**src/rtl/alarm_time_counter.sv**
```systemverilog
// 24-hour BCD time-of-day counter for the alarm clock: advances one minute every SEC_PER_MIN ticks.
// Optional macro LOAD_CHECK_EN rejects out-of-range loads and adds the load_err pulse output.
module alarm_time_counter #(
    parameter int SEC_PER_MIN = 60
) (
    input  logic       clock,
    input  logic       reset,
    input  logic       one_second,
    input  logic       load_new_c,
    input  logic [3:0] new_current_time_ms_hr,
    input  logic [3:0] new_current_time_ls_hr,
    input  logic [3:0] new_current_time_ms_min,
    input  logic [3:0] new_current_time_ls_min,
    output logic [3:0] current_time_ms_hr,
    output logic [3:0] current_time_ls_hr,
    output logic [3:0] current_time_ms_min,
    output logic [3:0] current_time_ls_min,
`ifdef LOAD_CHECK_EN
    output logic       load_err,
`endif
    output logic       minute_tick
);

    localparam logic [5:0] SEC_LAST = 6'(SEC_PER_MIN - 1);

    logic [5:0] sec_cnt_q, sec_cnt_d;
    logic [3:0] ms_hr_q, ms_hr_d;
    logic [3:0] ls_hr_q, ls_hr_d;
    logic [3:0] ms_min_q, ms_min_d;
    logic [3:0] ls_min_q, ls_min_d;
    logic       minute_tick_q, minute_tick_d;
    logic       load_accept;

`ifdef LOAD_CHECK_EN
    logic load_err_q, load_err_d;

    assign load_accept = (new_current_time_ms_hr <= 4'd2) && (new_current_time_ls_hr <= 4'd9) &&
                         (new_current_time_ms_min <= 4'd5) && (new_current_time_ls_min <= 4'd9) &&
                         ((new_current_time_ms_hr < 4'd2) || (new_current_time_ls_hr <= 4'd3));
    assign load_err_d  = load_new_c && !load_accept;
`else
    assign load_accept = 1'b1;
`endif

    // Load beats the second tick; a rejected load still swallows a coincident tick.
    always_comb begin
        sec_cnt_d     = sec_cnt_q;
        ms_hr_d       = ms_hr_q;
        ls_hr_d       = ls_hr_q;
        ms_min_d      = ms_min_q;
        ls_min_d      = ls_min_q;
        minute_tick_d = 1'b0;
        if (load_new_c) begin
            if (load_accept) begin
                sec_cnt_d = 6'd0;
                ms_hr_d   = new_current_time_ms_hr;
                ls_hr_d   = new_current_time_ls_hr;
                ms_min_d  = new_current_time_ms_min;
                ls_min_d  = new_current_time_ls_min;
            end
        end else if (one_second) begin
            if (sec_cnt_q < SEC_LAST) begin
                sec_cnt_d = sec_cnt_q + 6'd1;
            end else begin
                sec_cnt_d     = 6'd0;
                minute_tick_d = 1'b1;
                // >= comparisons let out-of-range digits fold back into BCD on carry.
                if (ls_min_q >= 4'd9) begin
                    ls_min_d = 4'd0;
                    if (ms_min_q >= 4'd5) begin
                        ms_min_d = 4'd0;
                        if ((ms_hr_q == 4'd2 && ls_hr_q >= 4'd3) || ms_hr_q > 4'd2) begin
                            ms_hr_d = 4'd0;
                            ls_hr_d = 4'd0;
                        end else if (ls_hr_q >= 4'd9) begin
                            ls_hr_d = 4'd0;
                            ms_hr_d = ms_hr_q + 4'd1;
                        end else begin
                            ls_hr_d = ls_hr_q + 4'd1;
                        end
                    end else begin
                        ms_min_d = ms_min_q + 4'd1;
                    end
                end else begin
                    ls_min_d = ls_min_q + 4'd1;
                end
            end
        end
    end

    always_ff @(posedge clock or negedge reset) begin
        if (!reset) begin
            sec_cnt_q     <= 6'd0;
            ms_hr_q       <= 4'd0;
            ls_hr_q       <= 4'd0;
            ms_min_q      <= 4'd0;
            ls_min_q      <= 4'd0;
            minute_tick_q <= 1'b0;
        end else begin
            sec_cnt_q     <= sec_cnt_d;
            ms_hr_q       <= ms_hr_d;
            ls_hr_q       <= ls_hr_d;
            ms_min_q      <= ms_min_d;
            ls_min_q      <= ls_min_d;
            minute_tick_q <= minute_tick_d;
        end
    end

`ifdef LOAD_CHECK_EN
    always_ff @(posedge clock or negedge reset) begin
        if (!reset) begin
            load_err_q <= 1'b0;
        end else begin
            load_err_q <= load_err_d;
        end
    end

    assign load_err = load_err_q;
`endif

    assign current_time_ms_hr  = ms_hr_q;
    assign current_time_ls_hr  = ls_hr_q;
    assign current_time_ms_min = ms_min_q;
    assign current_time_ls_min = ls_min_q;
    assign minute_tick         = minute_tick_q;

endmodule

```
**config.mk**
```make
export PLATFORM = sky130hd
export DESIGN_NAME = alarm_time_counter
export DESIGN_NICKNAME = d
export VERILOG_FILES = /design/src/rtl/alarm_time_counter.sv
export SDC_FILE = /design/constraint.sdc
export NUM_CORES = 1
export LEC_CHECK = 0
export BUFFER_PORTS_ARGS = -buffer_cell sky130_fd_sc_hd__buf_2
export CAP_MARGIN = 0
export CELL_PAD_IN_SITES_DETAIL_PLACEMENT = 0
export CELL_PAD_IN_SITES_GLOBAL_PLACEMENT = 1
export CORE_ASPECT_RATIO = 1.75
export CORE_MARGIN = 4
export CORE_UTILIZATION = 40
export CTS_CLUSTER_DIAMETER = 60
export DETAILED_ROUTE_END_ITERATION = 8
export PLACE_DENSITY_LB_ADDON = 0.1
export SLEW_MARGIN = 20
export SYNTH_ARGS = -nofsm -noshare
export SYNTH_HDL_FRONTEND = slang
export SYNTH_SLANG_ARGS = --single-unit
```
**constraint.sdc**
```tcl
create_clock -name clock -period 2.4 [get_ports clock]
set_clock_uncertainty 0.15 [all_clocks]
set_input_delay 0.48 -clock clock [delete_from_list [all_inputs] [get_ports clock]]
set_output_delay 0.48 -clock clock [all_outputs]
set_load 0.01 [all_outputs]
```
==> key figures, run 1 <==
Run status
  – Status: completed

Global route
  – Initial antenna violation count: 0
  – Largest net degree at the start of global routing: 24
  – Grt ovf: 0
  – Total track usage: 0.165
  – Met1 usage: 0.191
  – Layer with the highest usage: met2
  – Vias in the first global route: 1325
  – Met3 Use GR: 0.0184
  – First-pass GRT wire length: 5970 microns
  – M2 GR Usage: 0.299

Power and ir drop
  – Leakage: 0.845 nW
  – IR drop worst, VDD: 0.394 mV
  – Cell Pwr Density: 639 nW/um^2

Place
  – Placer congestion estimate: 0.750
  – DP Area: 1750 sq um
  – Count of buffers from port buffering: 36
  – DP HPWL: 2790 microns

CTS
  – CTS Sinks: 23
  – CTS max path bufs: 2
  – Clock Latency Late Sink: 0.27 ns
  – CTS tree: yes
  – Root buffer cell: clkbuf_8
  – H-tree depth: 1
  – CTS-repair resized insts: 0
  – Post-cts hold buffer count: 0
  – CTS Buf Count: 3
  – Worst-path clk slew: 0.09 ns
  – Post-CTS setup buffer count: 0

Logic synthesis
  – Number of synthesized flops with an enable pin: 0
  – Synthesized Nets: 185
  – Area fraction of the dominant cell type after synthesis: 0.384
  – Synth unique cells: 47
  – Syn_area_per_cell: 9.79 sq um
  – Seq/Total Area, Yosys: 0.384
  – Mapped Cells: 153
  – Synth Cell Area: 1500 sq um
  – Post-synth ARST share: 1.00
  – Top post-synthesis cells by area: dfrtp_1 38%, ha_1 10%, o21ai_0 4.0%
  – Post-synth top area cell: dfrtp_1
  – Syn. warnings: 0
  – Flops & latches, synth: 23
  – Synth Flop Type: dfrtp_1

Finish
  – Layout cells sized above 1: 0.294
  – Most frequent cells in the layout: 36 x buf_2, 23 x dfrtp_1, 13 x nand2_1, 12 x o21ai_0, 12 x ha_1
  – # diodes: 0
  – Final Cell Area: 1800 sq um
  – Final nets: 227
  – Area delta synth->final: 20.2%
  – Most common cell after layout, fill and taps aside: buf_2
  – Util after Layout: 0.496
  – Fill count: 383

Worst setup path
  – Peak fanout along the critical path: 8
  – Arrival time at the worst endpoint: 2.26 ns
  – Crit start category: flip-flop
  – FF-to-FF path depth: 6
  – RR Startpoint: current_time_ls_hr[0]
  – R2R Setup Slk: 0.15 ns
  – Crit. End Element: flip-flop
  – CP Class: reg2reg
  – Reg-to-reg endpoint: current_time_ms_hr[0]
  – Critical Path RT: 2.41 ns

Floorplanning
  – FP Rows: 29
  – Starting Density: 0.413
  – Core Footprint: 3630 sq um
  – Die area: 4830 sq um
  – DIE HEIGHT: 88.9 microns
  – Die X: 54.3 microns
  – IO Pins: 37

STA
  – Setup TNS: 0 ns
  – Final setup violation count: 0
  – Final hold slack: 0.0277 ns
  – Final Cycle Share: 0.936
  – RSZ-0062 raised after global routing: false
  – Fin. max-slew vios: 0
  – Fmax: 0.445 GHz
  – Worst slew pin tran: 0.532 ns
  – Slew margin rel.: 0.645
  – Min cycle time layout: 2.25 ns
  – Final Hold Vio Count: 0

Job
  – Max_cap viols: 0

Drt
  – Mean number of vias per cell: 5.36
  – WL/cell: 14.8 microns
  – DR pass1 iterations: 4
  – DR iter-0 viols: 38
  – # DRC: 0
  – WL final: 3550 microns
  – Post-DRT Antenna Nets: 0
  – Vias: 1286

Worst hold path
  – Hold/Removal Path Class: in2async
## registers in the layout, indices dropped and copies added (netlist names)
signal and cells:
current_time_ls_min 4, minute_tick 1, current_time_ms_hr 4, sec_cnt_q 6
current_time_ms_min 4, current_time_ls_hr 4
## final cells by class
cell class                 count  area [sq um]  area share
tap                           46          57.6      0.0320
clock inverter                 1          7.51     0.00417
inverter                       9          33.8      0.0188
sequential                    23           576       0.320
clock buffer                   3          41.3      0.0229
multi-input combinational    116           860       0.477
timing repair buffer          42           225       0.125
## synth_stat cells, types with 2 or more instances
| cell | number |
|---|---|
| o21ai_0 | 12 |
| nor4b_1 | 3 |
| nor2_1 | 9 |
| and3_1 | 3 |
| a21oi_1 | 8 |
| xor2_1 | 2 |
| a22o_1 | 3 |
| o2111ai_1 | 2 |
| mux2_2 | 3 |
| buf_2 | 2 |
| o21a_1 | 2 |
| inv_1 | 9 |
| nand3_1 | 9 |
| a221oi_1 | 2 |
| nor3_1 | 2 |
| ha_1 | 12 |
| dfrtp_1 | 23 |
| nand2b_1 | 6 |
| nand2_1 | 13 |
## per-layer routing
| metal | vias up | part of all wire |
|---|---|---|
| met3 | 2 | 0.033 |
| met4 | 0 | 0.0087 |
| li1 | 639 | - |
| met1 | 627 | 0.40 |
| met2 | 18 | 0.56 |
| met5 | - | 0 |
## worst max path at each step
| stage | slack, ns | end | from | depth (start not counted) |
|---|---|---|---|---|
| floorplan | 0.28 | current_time_ms_hr[0] | current_time_ls_hr[0] | 6 |
| global placement | 0.22 | current_time_ms_hr[0] | current_time_ls_hr[0] | 6 |
| detailed placement | 0.15 | current_time_ms_hr[0] | current_time_ls_hr[0] | 6 |
| CTS | 0.15 | current_time_ms_hr[0] | current_time_ls_hr[0] | 6 |
| global route | 0.02 | current_time_ms_hr[1] | current_time_ls_hr[0] | 6 |
| finish | 0.15 | current_time_ms_hr[0] | current_time_ls_hr[0] | 6 |
## report_power, final
group          total, mW  switching (mW)  internal [mW]  leakage, nW
Combinational      0.375           0.195          0.180        0.531
Sequential         0.525          0.0837          0.442        0.293
Clock              0.250           0.133          0.117       0.0217
## logic make-up (layout without fill, tap and decap cells)
| family | Yosys count | count (layout) | share of synthesized area |
|---|---|---|---|
| buffers and inverters | 14 | 55 | 0.0418 |
| and+or+nand+nor | 52 | 52 | 0.194 |
| AOI/OAI and AO/OA | 45 | 45 | 0.229 |
| muxes | 5 | 5 | 0.0393 |
| adders and majority gates | 12 | 12 | 0.100 |
| xor gates and xnor gates | 2 | 2 | 0.0117 |
| DFF | 23 | 23 | 0.384 |
## worst max-delay path, stage by stage, from the launching register on
cell and delay (ns):
dfrtp_1 0.47, inv_1 0.08, ha_1 0.19, nor4b_2 0.17
o311ai_4 0.39, nor3b_2 0.33, mux2_2 0.37
## through the flow
step	setup WS [ns]	instances	total power, mW
after floorplan	0.279	153	0.769
after global placement	0.221	236	0.899
after detailed placement	0.152	236	0.915
after CTS	0.152	240	1.17
after global routing	0.0174	240	1.25
final	0.153	240	1.15
Note: power is estimated with default switching activity, not from simulation.
==> inputs of run 2 (changes only) <==
--- a/config.mk
+++ b/config.mk
@@ -6,7 +6,6 @@
 export NUM_CORES = 1
 export LEC_CHECK = 0
 export BUFFER_PORTS_ARGS = -buffer_cell sky130_fd_sc_hd__buf_2
-export CAP_MARGIN = 0
 export CELL_PAD_IN_SITES_DETAIL_PLACEMENT = 0
 export CELL_PAD_IN_SITES_GLOBAL_PLACEMENT = 1
 export CORE_ASPECT_RATIO = 1.75
@@ -15,6 +14,7 @@
 export CTS_CLUSTER_DIAMETER = 60
 export DETAILED_ROUTE_END_ITERATION = 8
 export PLACE_DENSITY_LB_ADDON = 0.1
+export RECOVER_POWER = 100
 export SLEW_MARGIN = 20
 export SYNTH_ARGS = -nofsm -noshare
 export SYNTH_HDL_FRONTEND = slang
==> key figures, run 2 (synthesized netlist as in run 1, its figures left out) <==
Run status
  – Status: completed

STA
  – Fin. max-slew vios: 0
  – Slew margin rel.: 0.145
  – Worst slew pin tran: 1.28 ns
  – Final Cycle Share: 0.937
  – Min cycle time layout: 2.25 ns
  – Fmax: 0.445 GHz
  – Setup TNS: 0 ns
  – Final setup violation count: 0
  – Final Hold Vio Count: 0
  – RSZ-0062 raised after global routing: false

Drt
  – WL final: 3540 microns
  – Vias: 1286
  – Mean number of vias per cell: 5.36
  – Post-DRT Antenna Nets: 0
  – # DRC: 0
  – DR iter-0 viols: 25
  – DR pass1 iterations: 4
  – WL/cell: 14.7 microns

Worst setup path
  – Crit path cell chain: inv_1 > ha_1 > nor4b_2 > o311ai_4 > nor3b_2 > mux2_2
  – CP Class: reg2reg
  – Crit start category: flip-flop
  – Critical Path RT: 2.41 ns
  – Peak fanout along the critical path: 8
  – Arrival time at the worst endpoint: 2.26 ns
  – Slowest CP cell: dfrtp_1
  – Crit-path max cell delay: 0.47 ns
  – Crit. End Element: flip-flop

Global route
  – First-pass GRT wire length: 5970 microns
  – Vias in the first global route: 1325
  – Largest net degree at the start of global routing: 24
  – Grt ovf: 0
  – Initial antenna violation count: 0
  – Total track usage: 0.165

Power and ir drop
  – Leakage: 0.782 nW
  – IR drop worst, VDD: 0.378 mV
  – Cell Pwr Density: 641 nW/um^2

Finish
  – Layout cells sized above 1: 0.191
  – Fill count: 393
  – Number of flip-flops in the largest register: 6
  – Final Non-Filler Cells: 240
  – Largest register by flop count: sec_cnt_q
  – Most common cell after layout, fill and taps aside: dfrtp_1
  – Multi-input logic area: 846 sq um
  – Area delta synth->final: 17.6%
  – # diodes: 0
  – Reg area: 576 sq um
  – Most frequent cells in the layout: 23 x dfrtp_1, 19 x buf_2, 18 x clkbuf_1, 13 x nand2_1, 13 x o21ai_0
  – Final nets: 227

Floorplanning
  – Die X: 54.3 microns
  – DIE HEIGHT: 88.9 microns
  – FP Rows: 29
  – Core Footprint: 3630 sq um
  – Starting Density: 0.413
  – Die area: 4830 sq um
  – IO Pins: 37

CTS
  – H-tree depth: 1
  – Post-CTS setup buffer count: 0
  – Clock Latency Late Sink: 0.27 ns
  – CTS max path bufs: 2
  – Root buffer cell: clkbuf_8
  – CTS tree: yes
  – Post-cts hold buffer count: 0
  – CTS-repair resized insts: 0
  – CTS Sinks: 23
  – Worst-path clk slew: 0.09 ns
  – CTS Buf Count: 3

Place
  – DP Cell Count: 236
  – Placer congestion estimate: 0.750
  – DP HPWL: 2790 microns
  – Count of buffers from port buffering: 36

Job
  – Max_cap viols: 0

Worst hold path
  – Hold/Removal Path Class: in2reg
## run 2: area by class of cell
type	count	share of cell area
Timing Repair Buffer	42	0.114
Sequential cell	23	0.327
Tap cell	46	0.0327
Inverter	9	0.0192
Clock inverter	1	0.00426
Clock buffer	3	0.0234
Multi-Input combinational cell	116	0.480
## run 2: path summary, 6_finish.rpt
kind | start | to | slack [ns] | cells after the start
worst min register to register | sec_cnt_q[5] | sec_cnt_q[5] | 0.39 | 2
worst max-delay path | current_time_ls_hr[0] | current_time_ms_hr[0] | 0.15 | 6
min in group asynchronous | reset | sec_cnt_q[0] | 0.32 | 1
worst max register to register | current_time_ls_hr[0] | current_time_ms_hr[0] | 0.15 | 6
worst min-delay path | new_current_time_ls_min[3] | current_time_ls_min[3] | 0.27 | 3
max in group asynchronous | reset | current_time_ls_min[0] | 1.02 | 1
## run 2: critical path, delay by kind of cell (launching register included)
| kind | cells | cell delay [ns] |
|---|---|---|
| AO/OA/AOI/OAI | 1 | 0.39 |
| adder cells (fa/ha/maj) | 1 | 0.19 |
| buffers and inverters | 1 | 0.08 |
| flip-flops | 1 | 0.47 |
| multiplexers | 1 | 0.37 |
| AND/OR/NAND/NOR | 2 | 0.50 |
## run 2: per-stage QoR
step           utilization  cell area (sq um)  setup WS, ns  power [mW]  hold WS, ns
2_1_floorplan            -               1500         0.279       0.769       0.0344
3_3_place_gp         0.483               1750         0.221       0.899        0.344
3_5_place_dp         0.483               1750         0.152       0.915        0.352
4_1_cts              0.496               1800         0.152        1.17       0.0498
5_1_grt              0.486               1760        0.0173        1.22        0.281
6_report             0.486               1760         0.151        1.13        0.270
## run 2: metal layers
layer  vias to the layer above  wire length [microns]  GRT usage
li1                        637                      -          -
met1                       627                   1400      0.191
met2                        20                   1980      0.299
met3                         2                    128     0.0184
met4                         0                     29     0.0612
met5                         -                      0          0
## run 2: power by group
group / leakage, nW / switching [mW] / internal, mW
Clock: 0.0217 / 0.131 / 0.117
Sequential: 0.293 / 0.0848 / 0.442
Combinational: 0.468 / 0.193 / 0.161
==> inputs of run 3 (changes only) <==
--- a/config.mk
+++ b/config.mk
@@ -5,12 +5,13 @@
 export SDC_FILE = /design/constraint.sdc
 export NUM_CORES = 1
 export LEC_CHECK = 0
+export ABC_AREA = 1
 export BUFFER_PORTS_ARGS = -buffer_cell sky130_fd_sc_hd__buf_2
 export CELL_PAD_IN_SITES_DETAIL_PLACEMENT = 0
 export CELL_PAD_IN_SITES_GLOBAL_PLACEMENT = 1
 export CORE_ASPECT_RATIO = 1.75
 export CORE_MARGIN = 4
-export CORE_UTILIZATION = 40
+export CORE_UTILIZATION = 38
 export CTS_CLUSTER_DIAMETER = 60
 export DETAILED_ROUTE_END_ITERATION = 8
 export PLACE_DENSITY_LB_ADDON = 0.1
==> key figures, run 3 <==
Run status
  – Status: completed

STA
  – RSZ-0062 raised after global routing: false
  – Fin. max-slew vios: 0
  – Min cycle time layout: 1.82 ns
  – Setup TNS: 0 ns
  – Final setup violation count: 0
  – Worst slew pin tran: 1.25 ns
  – Final Hold Vio Count: 0
  – Fmax: 0.548 GHz
  – Slew margin rel.: 0.165
  – Final Cycle Share: 0.760

Global route
  – Initial antenna violation count: 0
  – Grt ovf: 0
  – Largest net degree at the start of global routing: 24
  – Total track usage: 0.143
  – First-pass GRT wire length: 5890 microns
  – Vias in the first global route: 1317

Finish
  – Layout cells sized above 1: 0.143
  – Final Non-Filler Cells: 279
  – Area delta synth->final: 14.3%
  – Most common cell after layout, fill and taps aside: nand2_1
  – Final Cell Area: 1750 sq um
  – Fill count: 431
  – # diodes: 0
  – Largest register by flop count: sec_cnt_q
  – Final nets: 264
  – Most frequent cells in the layout: 71 x nand2_1, 23 x dfrtp_1, 20 x inv_1, 19 x clkbuf_1, 18 x buf_2
  – Multi-input logic area: 826 sq um
  – Number of flip-flops in the largest register: 6
  – Reg area: 576 sq um

Worst setup path
  – Crit path max-delay family: simple AND/OR/NAND/NOR gates
  – Crit path cell chain: ha_1 > inv_1 > nand2_1 > nand3_1 > nand2_4 > nand2_1 > nor2_1 > nand2_1 > nand3_1
  – Setup crit start: sec_cnt_q[0]
  – CP Class: reg2reg
  – Crit. End Element: flip-flop
  – Crit-path max cell delay: 0.39 ns
  – Most used cell, CP: nand2_1
  – Arrival time at the worst endpoint: 1.87 ns
  – Slowest CP cell: dfrtp_1
  – Crit start category: flip-flop
  – Buf/Inv on CP: 1
  – Peak fanout along the critical path: 7
  – R2R Setup Slk: 0.58 ns
  – Critical Path RT: 2.45 ns
  – RR Startpoint: sec_cnt_q[0]

Floorplanning
  – Core Footprint: 3900 sq um
  – Die area: 5160 sq um
  – IO Pins: 37
  – DIE HEIGHT: 92.1 microns
  – Starting Density: 0.393
  – FP Rows: 30
  – Die X: 56.0 microns

Logic synthesis
  – Synthesized Nets: 225
  – Synth unique cells: 24
  – Post-synth ARST share: 1.00
  – Top post-synthesis cells by area: dfrtp_1 37%, nand2_1 16%, ha_1 9.8%
  – Mapped Cells: 193
  – Post-synth top area cell: dfrtp_1
  – Flops & latches, synth: 23
  – Syn. warnings: 0
  – Synth Flop Type: dfrtp_1
  – Seq/Total Area, Yosys: 0.375
  – Number of synthesized flops with an enable pin: 0
  – Post-synth top cells: 67 x nand2_1, 23 x dfrtp_1, 18 x inv_1
  – Top-count cell post-synth: nand2_1
  – Area fraction of the dominant cell type after synthesis: 0.375
  – Synth Cell Area: 1540 sq um
  – Syn_area_per_cell: 7.95 sq um

Worst hold path
  – Min-Delay Startpoint: new_current_time_ms_hr[3]
  – Hold/Removal Path Class: in2reg

Drt
  – Post-DRT Antenna Nets: 0
  – WL/cell: 12.3 microns
  – WL final: 3420 microns
  – Mean number of vias per cell: 4.79
  – Vias: 1336
  – DR pass1 iterations: 4
  – # DRC: 0
  – DR iter-0 viols: 23

CTS
  – CTS Sinks: 23
  – CTS max path bufs: 2
  – Clock Latency Late Sink: 0.26 ns
  – H-tree depth: 1
  – Root buffer cell: clkbuf_8
  – CTS tree: yes
  – Post-CTS setup buffer count: 0
  – Post-cts hold buffer count: 0
  – CTS Buf Count: 3
  – Worst-path clk slew: 0.09 ns
  – CTS-repair resized insts: 0

Place
  – Placer congestion estimate: 0.792
  – DP Area: 1760 sq um
  – Count of buffers from port buffering: 36
  – DP Cell Count: 275
  – DP HPWL: 2740 microns

Power and ir drop
  – Leakage: 0.917 nW
  – IR drop worst, VDD: 0.413 mV
  – Cell Pwr Density: 717 nW/um^2

Job
  – Max_cap viols: 0
## run 3: cell types whose count changed in the layout (fill, tap and decap cells not counted), sizes merged, moves of 3 or more
cell	change
a21oi	-7
a22o	-3
and3	-3
buf	-6
inv	+13
mux2	-4
nand2	+63
nand2b	-6
nand3	+8
nor2	+5
nor4b	-4
xnor2	+4
## run 3: cell type report
cell class                      count  share of cell area
Clock buffer                        4              0.0257
Timing Repair Buffer               36              0.0899
Tap cell                           48              0.0342
Sequential cell                    23               0.328
Inverter                           22              0.0514
Multi-Input combinational cell    146               0.471
## run 3: kinds of logic after synthesis
| family | synth area share |
|---|---|
| flops | 0.375 |
| buf+inv | 0.0693 |
| xor+xnor | 0.0456 |
| mux | 0.00652 |
| fa+ha+maj | 0.0978 |
| simple gates | 0.356 |
| compound gates | 0.0497 |
## run 3: where the power goes
| group | switching, mW | total (mW) | internal [mW] | leakage, nW |
|---|---|---|---|---|
| logic | 0.277 | 0.452 | 0.175 | 0.599 |
| registers | 0.103 | 0.564 | 0.461 | 0.295 |
| clock network | 0.123 | 0.241 | 0.118 | 0.0228 |
## run 3: worst paths after layout
| path | end | cells past startpoint |
|---|---|---|
| hold reg to reg | sec_cnt_q[0] | 1 |
| hold / removal | current_time_ms_hr[3] | 3 |
| setup reg to reg | current_time_ls_min[0] | 9 |
| min in group asynchronous | sec_cnt_q[1] | 1 |
| max in group asynchronous | current_time_ls_hr[3] | 1 |
| setup / recovery | current_time_ls_min[0] | 9 |
## run 3: worst min-delay path: cells and delay by family
kind	cells	cell delay [ns]
buffers and inverters	1	0.08
and+or+nand+nor	2	0.09
## run 3: per-layer routing
layer / routed length (microns) / part of all wire / track usage
met5: 0 / 0 / 0
met4: 29 / 0.0085 / 0.0475
met3: 121 / 0.035 / 0.0197
met2: 1920 / 0.56 / 0.271
met1: 1350 / 0.40 / 0.158
## run 3: through the flow
step / util / hold slack [ns] / setup slack [ns] / power, mW
final: 0.449 / 0.282 / 0.576 / 1.26
after global routing: 0.449 / 0.280 / 0.306 / 1.38
after CTS: 0.462 / 0.0568 / 0.666 / 1.31
after detailed placement: 0.451 / 0.352 / 0.472 / 1.07
after global placement: 0.451 / 0.340 / 0.527 / 1.05
after floorplan: - / 0.0344 / 0.805 / 0.885
